**src/rtl/posit_div.sv**
```systemverilog
// Sequential posit32 (es=3) divider: unpack, subtract scales, restoring divide, round, repack.
// Optional POSIT_DIV_EARLY_EXIT_EN skips the divide loop when the divisor is a power of two.
module posit_div #(
  parameter int QW = 30,
  parameter int ES = 3
) (
  input  logic        clk,
  input  logic        rst_n,
  input  logic        start,
  input  logic [31:0] posit_a,
  input  logic [31:0] posit_b,
  output logic [31:0] posit_result,
  output logic        done,
  output logic        busy,
  output logic        NAR,
  output logic        ZERO
);

  localparam int FW = QW - 1;
  localparam int WW = 2 + ES + FW + 31;
  localparam int CW = $clog2(QW);

  typedef struct packed {
    logic              sign;
    logic signed [9:0] scale;
    logic [26:0]       mant;
  } dec_t;

  typedef enum logic [2:0] {S_IDLE, S_DECODE, S_DIVIDE, S_NORM, S_ENCODE} state_t;

  function automatic dec_t f_decode(input logic [31:0] p);
    dec_t        d;
    logic [30:0] mag;
    logic [28:0] rest;
    int          m;
    int          k;
    logic        run;
    mag = p[31] ? 31'(-p) : p[30:0];
    m   = 0;
    run = 1'b1;
    for (int i = 30; i >= 0; i--) begin
      if (run && (mag[i] == mag[30])) m++;
      else run = 1'b0;
    end
    // Drop the regime run and its terminator; what is left is exponent then fraction.
    rest    = mag[28:0] << (m - 1);
    k       = mag[30] ? (m - 1) : -m;
    d.sign  = p[31];
    d.scale = 10'(k * (1 << ES) + int'(rest[28 -: ES]));
    d.mant  = {1'b1, rest[28-ES:0]};
    return d;
  endfunction

  function automatic logic [31:0] f_encode(input logic sign, input logic signed [9:0] scale,
                                           input logic [FW-1:0] frac, input logic sticky);
    logic signed [9:0]    k;
    int                   n;
    logic signed [WW-1:0] w;
    logic [30:0]          mag;
    logic [31:0]          sum;
    logic                 g;
    logic                 st;
    k = scale >>> ES;
    n = (k >= 0) ? int'(k) : (-int'(k) - 1);
    // Arithmetic shift stretches the 2-bit regime seed with copies of its leading bit.
    w   = {((k >= 0) ? 2'b10 : 2'b01), scale[ES-1:0], frac, 31'b0};
    w   = w >>> n;
    mag = w[WW-1 -: 31];
    g   = w[WW-32];
    st  = sticky | (|w[WW-33:0]);
    sum = {1'b0, mag} + {31'b0, g & (st | mag[0])};
    if (scale > 10'sd240)       mag = '1;
    else if (scale < -10'sd240) mag = 31'd1;
    else if (sum[31])           mag = '1;
    else                        mag = sum[30:0];
    return sign ? -{1'b0, mag} : {1'b0, mag};
  endfunction

  state_t            r_state;
  logic [31:0]       r_a, r_b;
  logic              r_sign, r_nar, r_zero, r_sticky;
  logic signed [9:0] r_scale;
  logic [27:0]       r_rem;
  logic [26:0]       r_div;
  logic [QW-1:0]     r_q;
  logic [CW-1:0]     r_cnt;

  dec_t w_da, w_db;
  logic w_nar, w_zero;

  assign w_da   = f_decode(r_a);
  assign w_db   = f_decode(r_b);
  assign w_nar  = (r_a == 32'h8000_0000) || (r_b == 32'h8000_0000) || (r_b == 32'h0);
  assign w_zero = (r_a == 32'h0);

  always_ff @(posedge clk) begin
    if (!rst_n) begin
      r_state      <= S_IDLE;
      posit_result <= '0;
      done         <= 1'b0;
      busy         <= 1'b0;
      NAR          <= 1'b0;
      ZERO         <= 1'b0;
    end else begin
      done <= 1'b0;
      case (r_state)
        S_IDLE: if (start) begin
          r_a     <= posit_a;
          r_b     <= posit_b;
          busy    <= 1'b1;
          r_state <= S_DECODE;
        end
        S_DECODE: begin
          r_nar   <= w_nar;
          r_zero  <= w_zero;
          r_sign  <= w_da.sign ^ w_db.sign;
          r_scale <= w_da.scale - w_db.scale;
          r_rem   <= {1'b0, w_da.mant};
          r_div   <= w_db.mant;
          r_cnt   <= CW'(QW - 1);
          r_q     <= '0;
          if (w_nar || w_zero) r_state <= S_ENCODE;
`ifdef POSIT_DIV_EARLY_EXIT_EN
          else if (w_db.mant[25:0] == 26'd0) begin
            r_q     <= {w_da.mant, {(QW-27){1'b0}}};
            r_rem   <= '0;
            r_state <= S_NORM;
          end
`endif
          else r_state <= S_DIVIDE;
        end
        S_DIVIDE: begin
          if (r_rem >= {1'b0, r_div}) begin
            r_rem <= (r_rem - {1'b0, r_div}) << 1;
            r_q   <= {r_q[QW-2:0], 1'b1};
          end else begin
            r_rem <= r_rem << 1;
            r_q   <= {r_q[QW-2:0], 1'b0};
          end
          r_cnt <= r_cnt - 1'b1;
          if (r_cnt == '0) r_state <= S_NORM;
        end
        S_NORM: begin
          r_sticky <= |r_rem;
          if (!r_q[QW-1]) begin
            r_q     <= r_q << 1;
            r_scale <= r_scale - 10'sd1;
          end
          r_state <= S_ENCODE;
        end
        S_ENCODE: begin
          posit_result <= r_nar  ? 32'h8000_0000 :
                          r_zero ? 32'h0 : f_encode(r_sign, r_scale, r_q[QW-2:0], r_sticky);
          NAR     <= r_nar;
          ZERO    <= !r_nar && r_zero;
          done    <= 1'b1;
          busy    <= 1'b0;
          r_state <= S_IDLE;
        end
        default: r_state <= S_IDLE;
      endcase
    end
  end

endmodule
```
**config.mk**
```make
export PLATFORM = sky130hd
export DESIGN_NAME = posit_div
export DESIGN_NICKNAME = d
export VERILOG_FILES = /design/src/rtl/posit_div.sv
export SDC_FILE = /design/constraint.sdc
export NUM_CORES = 1
export LEC_CHECK = 0
export ABC_CLOCK_PERIOD_IN_PS = 38500
export BUFFER_PORTS_ARGS = -buffer_cell sky130_fd_sc_hd__buf_4
export CAP_MARGIN = 20
export CORE_ASPECT_RATIO = 0.5
export CORE_MARGIN = 2
export CORE_UTILIZATION = 35
export CTS_CLUSTER_DIAMETER = 60
export DETAILED_ROUTE_END_ITERATION = 6
export PLACE_DENSITY_LB_ADDON = 0.2
export SYNTH_ARGS = -nofsm -noshare
export SYNTH_HDL_FRONTEND = slang
export SYNTH_SLANG_ARGS = --single-unit
```
**constraint.sdc**
```tcl
create_clock -name clk -period 38.5 [get_ports clk]
set_input_delay 1.925 -clock clk [delete_from_list [all_inputs] [get_ports clk]]
set_output_delay 1.925 -clock clk [all_outputs]
set_load 0.05 [all_outputs]
```
### Yosys cells after proc, flatten, opt, wreduce, memory -nomap -nowiden

Index checks and enable logic that the tools add are counted.

| operators by class | value |
|---|---|
| bitwise gates (word level) | 4 |
| div/mod/pow operators | 0 |
| equal/unequal tests | 69 |
| multiplexer cells | 147 |
| order comparisons | 4 |
| multiply operators | 0 |
| shift-type cells | 3 |
| add/subtract/negate cells | 74 |
| reductions and logical operators | 82 |

Operators by type and width:

| kind | number |
|---|---|
| two-way mux 32 bit | 62 |
| adder 32 x 2 -> 32 bit, second input constant | 57 |
| two-way mux 31 bit | 7 |
| subtractor 32 x 2 -> 32 bit, second input constant | 3 |
| one-hot mux 30 bit (3 select lines) | 1 |
| >>> shifter 65 x 32 -> 65 bit | 1 |
| equality test 32 bit, second input constant | 2 |
| zero test 32 bit | 2 |
| left shift 29 x 32 -> 29 bit | 2 |
| negation 31 bit | 2 |
| two-way mux 1 bit | 61 |
| equality test 1 bit | 60 |
| logical AND 1 bit | 59 |
| one-hot mux 28 bit (2 select lines) | 1 |
| OR reduction 33 bit | 1 |
| adder 31 x 1 -> 32 bit | 1 |
| negation 31 -> 32 bit | 1 |
| negation 7 -> 32 bit | 1 |
| two-way mux 30 bit | 1 |
| >= comparator 28 x 27 -> 1 bit | 1 |
| two-way mux 28 bit | 1 |
| OR reduction 28 bit | 1 |
| subtractor 27 bit | 1 |
| adder 10 x 4 -> 10 bit | 2 |
| 31 further kinds | 52 |

| storage, ports and cells | value |
|---|---|
| ROM bits | 0 |
| word-level logic and storage cells | 401 |
| bits in writable memories | 0 |
| output and inout port bits | 36 |
| latch bits | 0 |
| memories | 0 |
| bits of input ports | 67 |
| bits in registers | 206 |

### Depth between registers and ports, before layout

Gate-level depths: netlist (run 1).

| logic depth | value |
|---|---|
| depth in word-level cells | 67 |
| gate-level depth with buffers | 112 |
| depth with buffers taken out | 108 |

### Least setup slack after synthesis (run 1)

Ideal clock, no wire load.

| timing | value |
|---|---|
| path kind | flip-flop to flip-flop |
| from | register r_a[18] |
| to | register r_scale[8], data pin |
| cell stages (with the launch flop) | 111 |
| required time | 38,234 ps |
| path slack | 17,246 ps |
| library setup time | 266 ps |
| buffers on the path | 8 |
| data arrival time | 20,987 ps |
| clock period less this slack | 21,254 ps |
| cells stage by stage | edfxtp_1 or2_1 or3_1 buf_2 o31a_1 xnor2_1 buf_2 buf_1 clkbuf_1 buf_1 a31oi_1 ha_1 a21o_1 ha_1 nor2_1 a21oi_1 ha_1 o21ai_0 (+75 left out) mux2i_1 nand2_1 nand2_1 nor2_1 a21oi_1 mux2i_1 nand2_1 ha_1 inv_1 fa_1 nand2b_1 a21oi_1 o21bai_1 a21oi_1 o21bai_1 a21oi_1 xor2_1 a21oi_1 |

| between the ends | value |
|---|---|
| cells in the longest elaborated chain, start to end | 67 |
| elaborated cells between the ends (all ways) | 156 |
| classes of those cells | 34 x add/sub; 30 x eq/ne; 1 x shift; 62 x mux; 29 x reduce/logical |

Ends and longest elaborated chain:

| item | RTL line | text |
|---|---|---|
| from (decl) | 80 | `logic [31:0] r_a, r_b;` |
| from (signal assigned) | 108 | `r_a <= posit_a;` |
| negation 31 bit | 38 | `mag = p[31] ? 31'(-p) : p[30:0];` |
| two-way mux 31 bit (*) | 38 |  |
| equality test 1 bit | 42 | `if (run && (mag[i] == mag[30])) m++;` |
| two-way mux 2 bit or two-way mux 1 bit (tied branches) | 42 |  |
| adder 2 x 1 -> 3 bit or logical AND 1 bit (tied branches) | 42 |  |
| two-way mux 32 bit or two-way mux 1 bit (tied branches) | 42 |  |
| adder 32 x 2 -> 32 bit or logical AND 1 bit (tied branches) | 42 |  |
| two-way mux 32 bit or two-way mux 1 bit (tied branches) | 42 |  |
| (+51 left out) | - |  |
| two-way mux 32 bit or two-way mux 1 bit (tied branches) | 42 |  |
| adder 32 x 2 -> 32 bit or logical AND 1 bit (tied branches) | 42 |  |
| two-way mux 32 bit | 42 |  |
| subtractor 32 x 2 -> 32 bit or negation 7 bit (tied branches) | 47 | `k = mag[30] ? (m - 1) : -m;` |
| left shift 29 x 32 -> 29 bit or two-way mux 7 bit (tied branches) | 46, 47 |  |
| adder 10 x 4 -> 10 bit (*) | 49 | `d.scale = 10'(k * (1 << ES) + int'(rest[28 -: ES]));` |
| subtractor 10 bit (*) | 117 | `r_scale <= w_da.scale - w_db.scale;` |
| one-hot mux 10 bit (2 select lines) (*) | 106 | `case (r_state)` |
| to (signal assigned) | 117 |  |
| to (signal assigned) | 147 | `r_scale <= r_scale - 10'sd1;` |
| to (decl) | 82 | `logic signed [9:0] r_scale;` |

Mark *: on every way between the ends. The rest lies on a longest branch, timed or not.
A chain may end at the register's enable or synchronous reset.

### Worst setup path after layout (run 1)

| timing | value |
|---|---|
| from | register r_a[0] |
| to | register r_scale[8], data pin |

Same word-level chain as after synthesis.

==> key figures, run 1 <==
Logic synthesis
  • Post-synth top area share: 18.4%
  • Yosys cell types: 119
  • Mapped cell area: roughly 27000 µm²
  • Synthesized instance count: 3572
  • Yosys warns: 0
  • Mapped Avg Cell Area: 7.63 µm²
  • Async SR Flop Fraction: 0%
  • Yosys top cell by area: edfxtp_1
  • Synth Net Count: 3745
  • Post-synth top flop: edfxtp_1
  • Sequential-to-total area share from yosys stat: 21.3%
  • Ranking of synthesized cells by area: edfxtp_1 (18%), mux2i_1 (7.6%), xnor2_1 (6.8%)
  • Number of synthesized flops with an enable pin: 167
  • #FFs+latches synth: 206

Timing
  • Max Clk Rate: 42.4 MHz
  • Endpoints failing setup: 0
  • Aggregate negative setup slack: 0 ps
  • Final Hold Vio Count: 0
  • Worst slew pin tran: 1140 ps
  • Max-slew violation count: 0
  • Max transition margin: 23.4%
  • Clock skew after layout: 25.4 ps
  • RSZ-0062 raised after global routing: false
  • Fin crit share: roughly 60%
  • Period minus WS final: between 20000 and 25000 ps

Power
  • Power consumption: 1.25 mW
  • P_leak: between 10 and 15 nW
  • PD cells: 41.4 nW/µm²
  • VDD IR max: 32.3 µV

Worst setup path
  • Arrival time worst endpoint: 23940 ps
  • Critical Path Most Common Cell: ha_1
  • CP endpoint kind: register
  • Buf+Inv Stages, Crit Path: 3
  • Startpoint types: register
  • CP peak stage delay: 750 ps
  • Crit Path Category: reg -> reg
  • Crit Path Max Fanout: 23
  • Crit-path slowest cell: o22ai_2
  • Top Family by Delay on Critical Path: adder cells
  • Req. time, crit path: 38840 ps

Placement
  • I/O Buffers: 102
  • DPL Wire Length: roughly 64 mm
  • GP Congestion: 0.923

CTS
  • CTS buffer count: 28
  • Clk Latency, worst-skew pair: a little over 600 ps
  • Hold_buf cts: 0
  • Clk sink count: between 200 and 250
  • # H-tree levels: 1
  • Clock Tree Buf Depth: 3
  • Clk root buf: clkbuf_16
  • CTS tree: yes
  • Gates resized, CTS repair: 0
  • Postcts setup bufs: 0
  • Clk slew on worst S/H paths: 70 ps

GRT
  • Total gr overflow: 0
  • Initial antenna violation count: 0
  • Wire length of the first global-routing pass: 134 mm
  • Largest net degree at the start of global routing: 76
  • Vias in the first global route: 24400
  • Gr usage total: roughly a fifth

Routing
  • Antenna Nets Post-Route: 0
  • Vias: roughly 26000
  • First DRT Iteration DRCs: 2051
  • Total wire length: ~84 mm
  • Routed WL per cell: 18.2 µm
  • Via density: 5.64
  • DRC viols: 0
  • DRT Pass-1 Iters: 6

Cells and area
  • FF/Latch Area: 5800 µm²
  • Layout area overhead: 10.4%
  • Nets@finish: 3737
  • Fillcell total: 7973
  • Fraction of layout cells with a size suffix above 1: 9.48%
  • Area occupied by multi-input gates: 20400 µm²

Floorplanning
  • Area of the die: 80300 µm²
  • Row Count: 72
  • Top Ports: roughly 100
  • Core area: 77200 µm²
  • Initial Util: 35.3%
  • Die H: 201 µm
  • Die Width: 399 µm

Job
  • MaxCap Viol Count: 0

Worst hold path
  • HP Class: reg -> reg

Status
  • Outcome: finished clean
## layout make-up
type	instances	share of cell area [%]
Multi-Input combinational cell	3046	67.9
Sequential cell	206	19.3
Tap cell	1036	4.31
Timing Repair Buffer	149	3.89
Clock buffer	34	2.44
Inverter	133	1.66
Clock inverter	17	0.570
Antenna cell	1	0.00831
## flip-flops by register name (all words and copies together), names as in the netlist, 5 cells and up
name          flops
r_scale          10
r_div            26
r_q              30
r_rem            28
posit_result     32
r_cnt             5
r_b              32
r_a              32
## worst paths after layout
| path | startpoint | cells past startpoint | to | slack [ps] |
|---|---|---|---|---|
| setup / recovery | r_a[0]$_DFFE_PP_ | 103 | r_scale[8]$_DFFE_PP_ | 14910 |
| hold / removal | NAR$_SDFFE_PN0P_ | 2 | NAR$_SDFFE_PN0P_ | 470 |
| setup reg to reg | r_a[0]$_DFFE_PP_ | 103 | r_scale[8]$_DFFE_PP_ | 14910 |
| hold reg to reg | NAR$_SDFFE_PN0P_ | 2 | NAR$_SDFFE_PN0P_ | 470 |
## cells by family (layout without fill, tap and decap cells)
kind of cell,after synthesis,count (layout),share of synthesized area (%)
and+or+nand+nor,1383,1383,24.6
AOI/OAI and AO/OA,946,946,22.3
xor gates and xnor gates,359,359,12.6
buffers and inverters,320,333,4.59
muxes,245,245,9.47
DFF,206,206,21.3
adders and majority gates,113,113,5.18
other,0,1,0
## per-stage QoR
| step | worst slack, ps | std cells | instance area, µm² | utilization (%) | hold WS, ps |
|---|---|---|---|---|---|
| after floorplan | 17250 | 3572 | 27300 | - | 510 |
| after global placement | 15760 | 4566 | 29100 | 37.7 | 456 |
| after detailed placement | 15230 | 4566 | 29100 | 37.7 | 462 |
| after CTS | 15160 | 4617 | 30000 | 38.9 | 470 |
| after global routing | 13220 | 4621 | 30100 | 39.0 | 512 |
| final | 14910 | 4622 | 30100 | 39.0 | 468 |
## tightest hold or removal path, cell delays in order, from the launching register on
cell and delay, ps:
dfxtp_1 310, nand2_1 50, a21boi_0 60
## metal layers
metal  share of wire [%]  wire, µm  global-route usage [%]
met1                  49     41200                    29.5
met2                  44     36600                    31.8
met3                 4.9      4130                    2.45
met4                 2.4      2060                    4.95
met5                   0         0                       0
## layout by cell type, fill, tap and decap left out, types with 34 or more instances in the layout
master      n
a21o_1     62
dfxtp_1    39
a22oi_1    44
nand4_1    34
a31oi_1    50
nand3_1   100
xnor2_1   205
nor3_1     88
and2_1     66
a21oi_1   271
o22ai_1    43
nor2b_1    68
mux2i_1   206
nand2b_1   44
buf_4     145
or3_1      36
edfxtp_1  167
nor2_1    358
xor2_1    112
nand2_1   415
o21ai_0   202
inv_1     130
ha_1      104
## cells in the mapped netlist, drive strengths merged, types with 14 or more instances
| master | count |
|---|---|
| o21ai | 213 |
| inv | 131 |
| a21oi | 276 |
| and2 | 70 |
| a21boi | 14 |
| mux2 | 31 |
| ha | 104 |
| edfxtp | 167 |
| nor3 | 91 |
| mux2i | 207 |
| or2 | 24 |
| a21o | 62 |
| nand4 | 34 |
| dfxtp | 39 |
| or3 | 36 |
| nor3b | 15 |
| nor2b | 68 |
| or4 | 17 |
| nand3 | 101 |
| o22ai | 46 |
| a31oi | 51 |
| nand2 | 416 |
| xor2 | 125 |
| o41ai | 18 |
| o211ai | 27 |
| xnor2 | 225 |
| a22oi | 44 |
| nor4 | 36 |
| a211oi | 26 |
| nor2 | 362 |
| clkbuf | 144 |
| buf | 43 |
| and3 | 30 |
| o31ai | 31 |
| nand2b | 44 |
## power breakdown
part	internal [mW]	total, mW	switching (mW)
registers	0.266	0.283	0.0165
logic	0.265	0.700	0.434
clock network	0.150	0.264	0.114
(Power assumes the default switching activity.)
==> run 2, diff against run 1 <==
--- a/config.mk
+++ b/config.mk
@@ -5,7 +5,8 @@
 export SDC_FILE = /design/constraint.sdc
 export NUM_CORES = 1
 export LEC_CHECK = 0
-export ABC_CLOCK_PERIOD_IN_PS = 38500
+export ABC_AREA = 1
+export ABC_CLOCK_PERIOD_IN_PS = 19700
 export BUFFER_PORTS_ARGS = -buffer_cell sky130_fd_sc_hd__buf_4
 export CAP_MARGIN = 20
 export CORE_ASPECT_RATIO = 0.5
==> constraint.sdc (replaced) <==
create_clock -name clk -period 19.7 [get_ports clk]
set_input_delay 0.985 -clock clk [delete_from_list [all_inputs] [get_ports clk]]
set_output_delay 0.985 -clock clk [all_outputs]
set_load 0.05 [all_outputs]
==> run 2 against run 1 <==
Against the previous run:
- final area rose by 17%
- clock skew fell by 4.8 ps
- combinational power rose to 3.1 times the previous value
- worst hold slack got worse by 3.1 ps
- synthesized cell count rose by 24%
- largest cell class unchanged
==> key figures, run 2 <==
Floorplanning
  • Area of the die: 81400 µm² (+1.4%)
  • Initial Util: 35.6% (+0.26 points)
  • Core area: 77700 µm² (+0.70%)
  • Die H: 203 µm (+0.71%)
  • Die Width: 402 µm (+0.71%)
  • Top Ports: 103 (unchanged)
  • Row Count: 72 (unchanged)

Worst setup path
  • Critical Path Most Common Cell: buf_4
  • Crit Path Category: reg -> reg
  • CP peak stage delay: 410 ps (-340 ps)
  • Crit Path Max Fanout: 7 (-70%)
  • Req. time, crit path: 20030 ps (-18810 ps)
  • Startpoint types: register
  • Reg-to-Reg Start: r_b[1]$_DFFE_PP_
  • CP endpoint kind: register
  • Crit-path slowest cell: edfxtp_1
  • Arrival time worst endpoint: 19180 ps (-4760 ps)
  • CP Launch Point: r_b[1]$_DFFE_PP_

Logic synthesis
  • #FFs+latches synth: 206 (unchanged)
  • Mux cell area share after synthesis: 0.326% (-9.1 points)
  • Yosys warns: 0 (unchanged)
  • Synth Area in Compound Gates: 11.4% (-11 points)
  • Post-synth top area share: 18.1% (-0.26 points)
  • Sequential-to-total area share from yosys stat: 21.0% (-0.30 points)
  • Most frequent cells after synthesis: nand2_1 (1119), inv_1 (570), nor2_1 (439)
  • Ranking of synthesized cells by area: edfxtp_1 (18%), nand2_1 (15%), nand3_1 (7.9%)
  • Synth Net Count: 4593 (+23%)
  • Async SR Flop Fraction: 0% (unchanged)
  • XOR/XNOR share of the synthesized area: 5.69% (-6.9 points)
  • Yosys cell types: 82 (-31%)
  • Post-synth top flop: edfxtp_1
  • Number of synthesized flops with an enable pin: 167 (unchanged)
  • Mapped cell area: 27700 µm² (+1.5%)
  • Mapped Avg Cell Area: 6.26 µm² (-18%)
  • Most frequent cell after synthesis: nand2_1
  • Area fraction in and, or, nand and nor cells after synthesis: 45.1% (+20 points)
  • Post-synthesis adder-cell area fraction: 4.85% (-0.33 points)
  • Main combinational cell family by area after synthesis: simple AND/OR/NAND/NOR gates
  • Yosys top cell by area: edfxtp_1
  • Synthesized instance count: 4420 (+24%)

CTS
  • Clk root buf: clkbuf_16
  • CTS tree: yes
  • Clk sink count: 206 (unchanged)
  • Hold_buf cts: 0 (unchanged)
  • # H-tree levels: 1 (unchanged)
  • Clk Latency, worst-skew pair: 600 ps (about the same)
  • Clk slew on worst S/H paths: 60 ps (about the same)
  • CTS buffer count: 27 (-3.6%)
  • Clock Tree Buf Depth: 3 (unchanged)

Worst hold path
  • Min-delay src: posit_result[10]$_SDFFE_PN0P_
  • HP Class: reg -> reg

GRT
  • Initial antenna violation count: 0 (unchanged)
  • Vias in the first global route: 27800 (+14%)
  • Gr usage total: 20.1% (-0.19 points)
  • Largest net degree at the start of global routing: 64 (-16%)
  • Total gr overflow: 0 (unchanged)
  • Wire length of the first global-routing pass: 138 mm (+2.9%)

Cells and area
  • Most frequent cells in the layout: nand2_1 (1035), inv_1 (543), buf_4 (535)
  • Ant diodes: 0 (-1)
  • Final instance area: 35200 µm² (+17%)
  • Top Registers: posit_result (32), r_a (32), r_b (32)
  • Final core area utilization: 45.3% (+6.3 points)
  • Nets@finish: 5053 (+35%)
  • Fraction of layout cells with a size suffix above 1: 26.7% (+17 points)
  • Layout area overhead: 27.4%
  • Non-Filler Instances: 5935 (+28%)
  • Commonest non-fill, non-tap cell in the layout: nand2_1

Status
  • Outcome: finished clean

Routing
  • Via density: 4.99 (-11%)
  • Routed wl met3: 2.82 mm (-32%)
  • First DRT Iteration DRCs: 1783 (-13%)
  • Total wire length: 85.7 mm (+2.1%)
  • WL met1: 41.5 mm (+0.76%)
  • Antenna Nets Post-Route: 0 (unchanged)
  • Vias: 29600 (+14%)
  • Routed WL per cell: 14.4 µm (-21%)
  • Top sig layer: met4
  • DRC viols: 0 (unchanged)
  • Metal2 WL: 39.9 mm (+8.8%)
  • DRT Pass-1 Iters: 6 (unchanged)

Timing
  • Max transition margin: 32.4% (+9.1 points)
  • Final Hold Slack: 465 ps (-3.11 ps)
  • Endpoints failing setup: 0 (unchanged)
  • Fin crit share: 95.7% (+34 points)
  • Period minus WS final: 18850 ps (-4740 ps)
  • Worst slew pin tran: 1010 ps (-130 ps)
  • Clock skew after layout: 20.6 ps (-4.81 ps)
  • Final Hold Vio Count: 0 (unchanged)
  • Max-slew violation count: 0 (unchanged)
  • Max Clk Rate: 53.0 MHz (+25%)
  • Aggregate negative setup slack: 0 ps (unchanged)

Power
  • VDD IR max: 84.4 µV (+160%)
  • P_leak: 16.4 nW (+44%)
  • PD cells: 92.7 nW/µm² (+120%)

Placement
  • Placed Cells: 5774 (+26%)
  • Placed Area: 31700 µm² (+9.0%)
  • DPL Wire Length: 66.8 mm (+3.6%)
  • GP Congestion: 0.913 (-1.0%)
  • I/O Buffers: 102 (unchanged)

Job
  • MaxCap Viol Count: 0 (unchanged)
==> run 2: cell types whose count changed after synthesis, sizes merged, moves of 68 or more <==
cell	before	now
a21oi	276	149
o21ai	213	340
nand2	416	1268
nor2b	68	0
xnor2	225	59
mux2i	207	9
nor2	362	495
nand4	34	128
nand3	101	528
inv	131	626
==> run 2: metal layers <==
metal / global-route usage (%) / vias to the layer above
li1: - / 15400
met1: 27.8 / 13700
met2: 34.5 / 494
met3: 1.87 / 88
met4: 3.54 / 0
met5: 0 / -
==> run 2: report_power, final <==
part	total (mW)	internal [mW]	switching (mW)
Clock	0.498	0.280	0.218
Sequential	0.567	0.542	0.0258
Combinational	2.20	0.868	1.33
Total	3.26	1.69	1.58
==> run 2: path summary, 6_finish.rpt <==
| check | endpoint | slack (ps) | cells after the start |
|---|---|---|---|
| worst max-delay path | r_scale[8]$_DFFE_PP_ | 850 | 153 |
| worst min register to register | posit_result[10]$_SDFFE_PN0P_ | 460 | 2 |
| worst min-delay path | posit_result[10]$_SDFFE_PN0P_ | 460 | 2 |
| worst max register to register | r_scale[8]$_DFFE_PP_ | 850 | 153 |
==> run 2: what timing repair did <==
action,in CTS,in global routing
hold endpoints to repair,0,0
setup buffers,73,41
pin swaps,53,210
gates cloned,3,5
endpoints found under the setup margin,10,62
gates resized for setup,75,294
==> run 2: logic make-up after synthesis <==
family	after synthesis
muxes	9
and+or+nand+nor	2572
adders and majority gates	106
xor gates and xnor gates	174
buffers and inverters	777
AOI/OAI and AO/OA	576
DFF	206
==> run 2: metrics by stage <==
| stage | total power, mW | setup WS, ps |
|---|---|---|
| after floorplan | 1.87 | 17.7 |
| after global placement | 2.50 | -719 |
| after detailed placement | 2.51 | -1130 |
| after CTS | 3.13 | -584 |
| after global routing | 3.55 | -160 |
| final | 3.26 | 849 |
==> run 2: final cells by class <==
type / instances / area, µm²
Multi-Input combinational cell: 3438 / 20300
Inverter: 642 / 2440
Timing Repair Buffer: 565 / 4530
Tap cell: 1036 / 1300
Clock buffer: 29 / 704
Sequential cell: 206 / 5800
Fill cell: 8111 / 42500
Clock inverter: 19 / 199
==> run 2: worst max-delay path: cells and delay by family (launching register included) <==
kind            cells  cell delay, ps
fa+ha+maj          16            3830
simple gates       73            7100
xor+xnor            1             200
buf+inv            55            6030
compound gates      8            1000
flops               1             410
==> run 3, diff against run 2 <==
--- a/config.mk
+++ b/config.mk
@@ -14,7 +14,6 @@
 export CORE_UTILIZATION = 35
 export CTS_CLUSTER_DIAMETER = 60
 export DETAILED_ROUTE_END_ITERATION = 6
-export PLACE_DENSITY_LB_ADDON = 0.2
 export SYNTH_ARGS = -nofsm -noshare
 export SYNTH_HDL_FRONTEND = slang
 export SYNTH_SLANG_ARGS = --single-unit
==> run 3 against run 2 <==
Against the previous run:
- total power rose by 0.23%
- critical path depth fell by 14
- flip-flop and latch count did not move
- die area did not move
- critical endpoint is now r_div[22]$_SDFFCE_PN0P_
- largest cell class unchanged
- largest power group unchanged
==> key figures, run 3 (same netlist as run 2, synthesis figures left out) <==
Worst setup path
  • CP endpoint kind: register
  • Arrival time worst endpoint: 19390 ps (+210 ps)
  • Req. time, crit path: 20010 ps (-20 ps)
  • Buf+Inv Stages, Crit Path: 37 (-33%)
  • Crit Path Max Fanout: 8 (+1)
  • Top Family by Delay on Critical Path: simple AND/OR/NAND/NOR gates
  • Startpoint types: register
  • Crit-path slowest cell: edfxtp_1
  • CP peak stage delay: 400 ps (about the same)
  • Critical Path Most Common Cell: buf_4
  • Crit Path Category: reg -> reg

Job
  • MaxCap Viol Count: 0 (unchanged)

Placement
  • I/O Buffers: 102 (unchanged)
  • GP Congestion: 0.922 (+0.92%)
  • Placed Cells: 5767 (-0.12%)
  • DPL Wire Length: 65.8 mm (-1.5%)

Routing
  • Routed WL per cell: 14.1 µm (-2.6%)
  • Antenna Nets Post-Route: 0 (unchanged)
  • Vias: 29400 (-0.70%)
  • DRT Pass-1 Iters: 7 (+1)
  • Via density: 4.98 (-0.21%)
  • Total wire length: 83.1 mm (-3.1%)
  • First DRT Iteration DRCs: 2011 (+13%)
  • DRC viols: 0 (unchanged)

Floorplanning
  • Die Width: 402 µm (unchanged)
  • Top Ports: 103 (unchanged)
  • Area of the die: 81400 µm² (unchanged)
  • Core area: 77700 µm² (unchanged)
  • Initial Util: 35.6% (unchanged)
  • Die H: 203 µm (unchanged)
  • Row Count: 72 (unchanged)

Worst hold path
  • HP Class: reg -> reg

CTS
  • Hold_buf cts: 0 (unchanged)
  • # H-tree levels: 1 (unchanged)
  • Clk sink count: 206 (unchanged)
  • Clk Latency, worst-skew pair: 580 ps (-20 ps)
  • Clk root buf: clkbuf_16
  • CTS buffer count: 28 (+3.7%)
  • Clk slew on worst S/H paths: 60 ps (about the same)
  • CTS tree: yes
  • Clock Tree Buf Depth: 3 (unchanged)

Timing
  • Final Hold Vio Count: 0 (unchanged)
  • Max-slew violation count: 0 (unchanged)
  • Endpoints failing setup: 0 (unchanged)
  • Worst slew pin tran: 928 ps (-83.7 ps)
  • Period minus WS final: 19080 ps (+231 ps)
  • Max transition margin: 38.2% (+5.7 points)
  • Clock skew after layout: 13.1 ps (-7.44 ps)
  • Fin crit share: 96.9% (+1.2 points)
  • Max Clk Rate: 52.4 MHz (-1.2%)

GRT
  • Initial antenna violation count: 0 (unchanged)
  • Vias in the first global route: 28000 (+0.83%)
  • Gr usage total: 19.8% (-0.31 points)
  • Total gr overflow: 0 (unchanged)
  • Wire length of the first global-routing pass: 136 mm (-1.3%)
  • Largest net degree at the start of global routing: 64 (unchanged)

Cells and area
  • Most frequent cells in the layout: nand2_1 (1065), inv_1 (551), buf_4 (514)
  • Layout area overhead: 24.8%
  • Fraction of layout cells with a size suffix above 1: 24.9% (-1.8 points)
  • Area occupied by multi-input gates: 19800 µm² (-2.3%)
  • Non-Filler Instances: 5906 (-0.49%)
  • Top Registers: posit_result (32), r_a (32), r_b (32)
  • Commonest non-fill, non-tap cell in the layout: nand2_1
  • Nets@finish: 5021 (-0.63%)
  • Ant diodes: 0 (unchanged)
  • Fillcell total: 8163 (+0.64%)
  • FF/Latch Area: 5800 µm² (unchanged)

Power
  • Power consumption: 3.27 mW (+0.23%)
  • PD cells: 94.8 nW/µm² (+2.3%)
  • VDD IR max: 72.4 µV (-14%)
  • P_leak: 16.2 nW (-1.5%)

Status
  • Outcome: finished clean
-- run 3: path summary, 6_finish.rpt --
kind,start,to,slack (ps),depth (start not counted)
max,r_b[1]$_DFFE_PP_,r_div[22]$_SDFFCE_PN0P_,620,139
min,posit_result[2]$_SDFFE_PN0P_,posit_result[2]$_SDFFE_PN0P_,460,2
max reg2reg,r_b[1]$_DFFE_PP_,r_div[22]$_SDFFCE_PN0P_,620,139
min reg2reg,posit_result[2]$_SDFFE_PN0P_,posit_result[2]$_SDFFE_PN0P_,460,2
-- run 3: repair_timing --
| action | 4_1_cts | 5_1_grt |
|---|---|---|
| resized for setup | 54 | 198 |
| pin swaps | 50 | 163 |
| gates cloned | 2 | 2 |
| setup buffers | 47 | 34 |
| endpoints found under the setup margin | 10 | 62 |
-- run 3: layer usage --
metal  wire length (µm)  vias up  track usage, %
met3               2930       85            2.14
met1              39400    13500            26.3
met4               1710        0            4.53
met5                  0        -               0
li1                   -    15300               -
met2              39100      492            34.5
-- run 3: worst reg2reg max path: cells and delay by family (launching register included) --
kind,cells,cell delay [ps]
compound gates,8,1000
xor+xnor,1,270
fa+ha+maj,27,6350
buf+inv,37,3580
flops,1,400
simple gates,66,7200
-- run 3: report_power, final --
part / leakage (nW) / switching [mW] / internal, mW
registers: 1.86 / 0.0255 / 0.542
clock network: 0.451 / 0.220 / 0.290
logic: 13.9 / 1.32 / 0.880
-- run 3: layout make-up --
type / count / area share (%)
multi-input cells: 3437 / 57.3
flip-flops and latches: 206 / 16.8
repair buffers: 532 / 12.3
inverters: 642 / 7.06
well taps: 1036 / 3.75
clock buffers: 32 / 2.13
clock inverters: 20 / 0.605
repair inverters: 1 / 0.0181
-- run 3: stage by stage --
| step | hold WS (ps) | TNS [ps] | worst slack (ps) | util (%) | area (µm²) |
|---|---|---|---|---|---|
| after floorplan | 484 | 0 | 17.7 | - | 27700 |
| after global placement | 457 | -4260 | -742 | 40.7 | 31700 |
| after detailed placement | 457 | -8900 | -1260 | 40.8 | 31700 |
| after CTS | 467 | -3620 | -620 | 42.8 | 33300 |
| after global routing | 485 | -1090 | -301 | 44.4 | 34500 |
| final | 463 | 0 | 618 | 44.4 | 34500 |
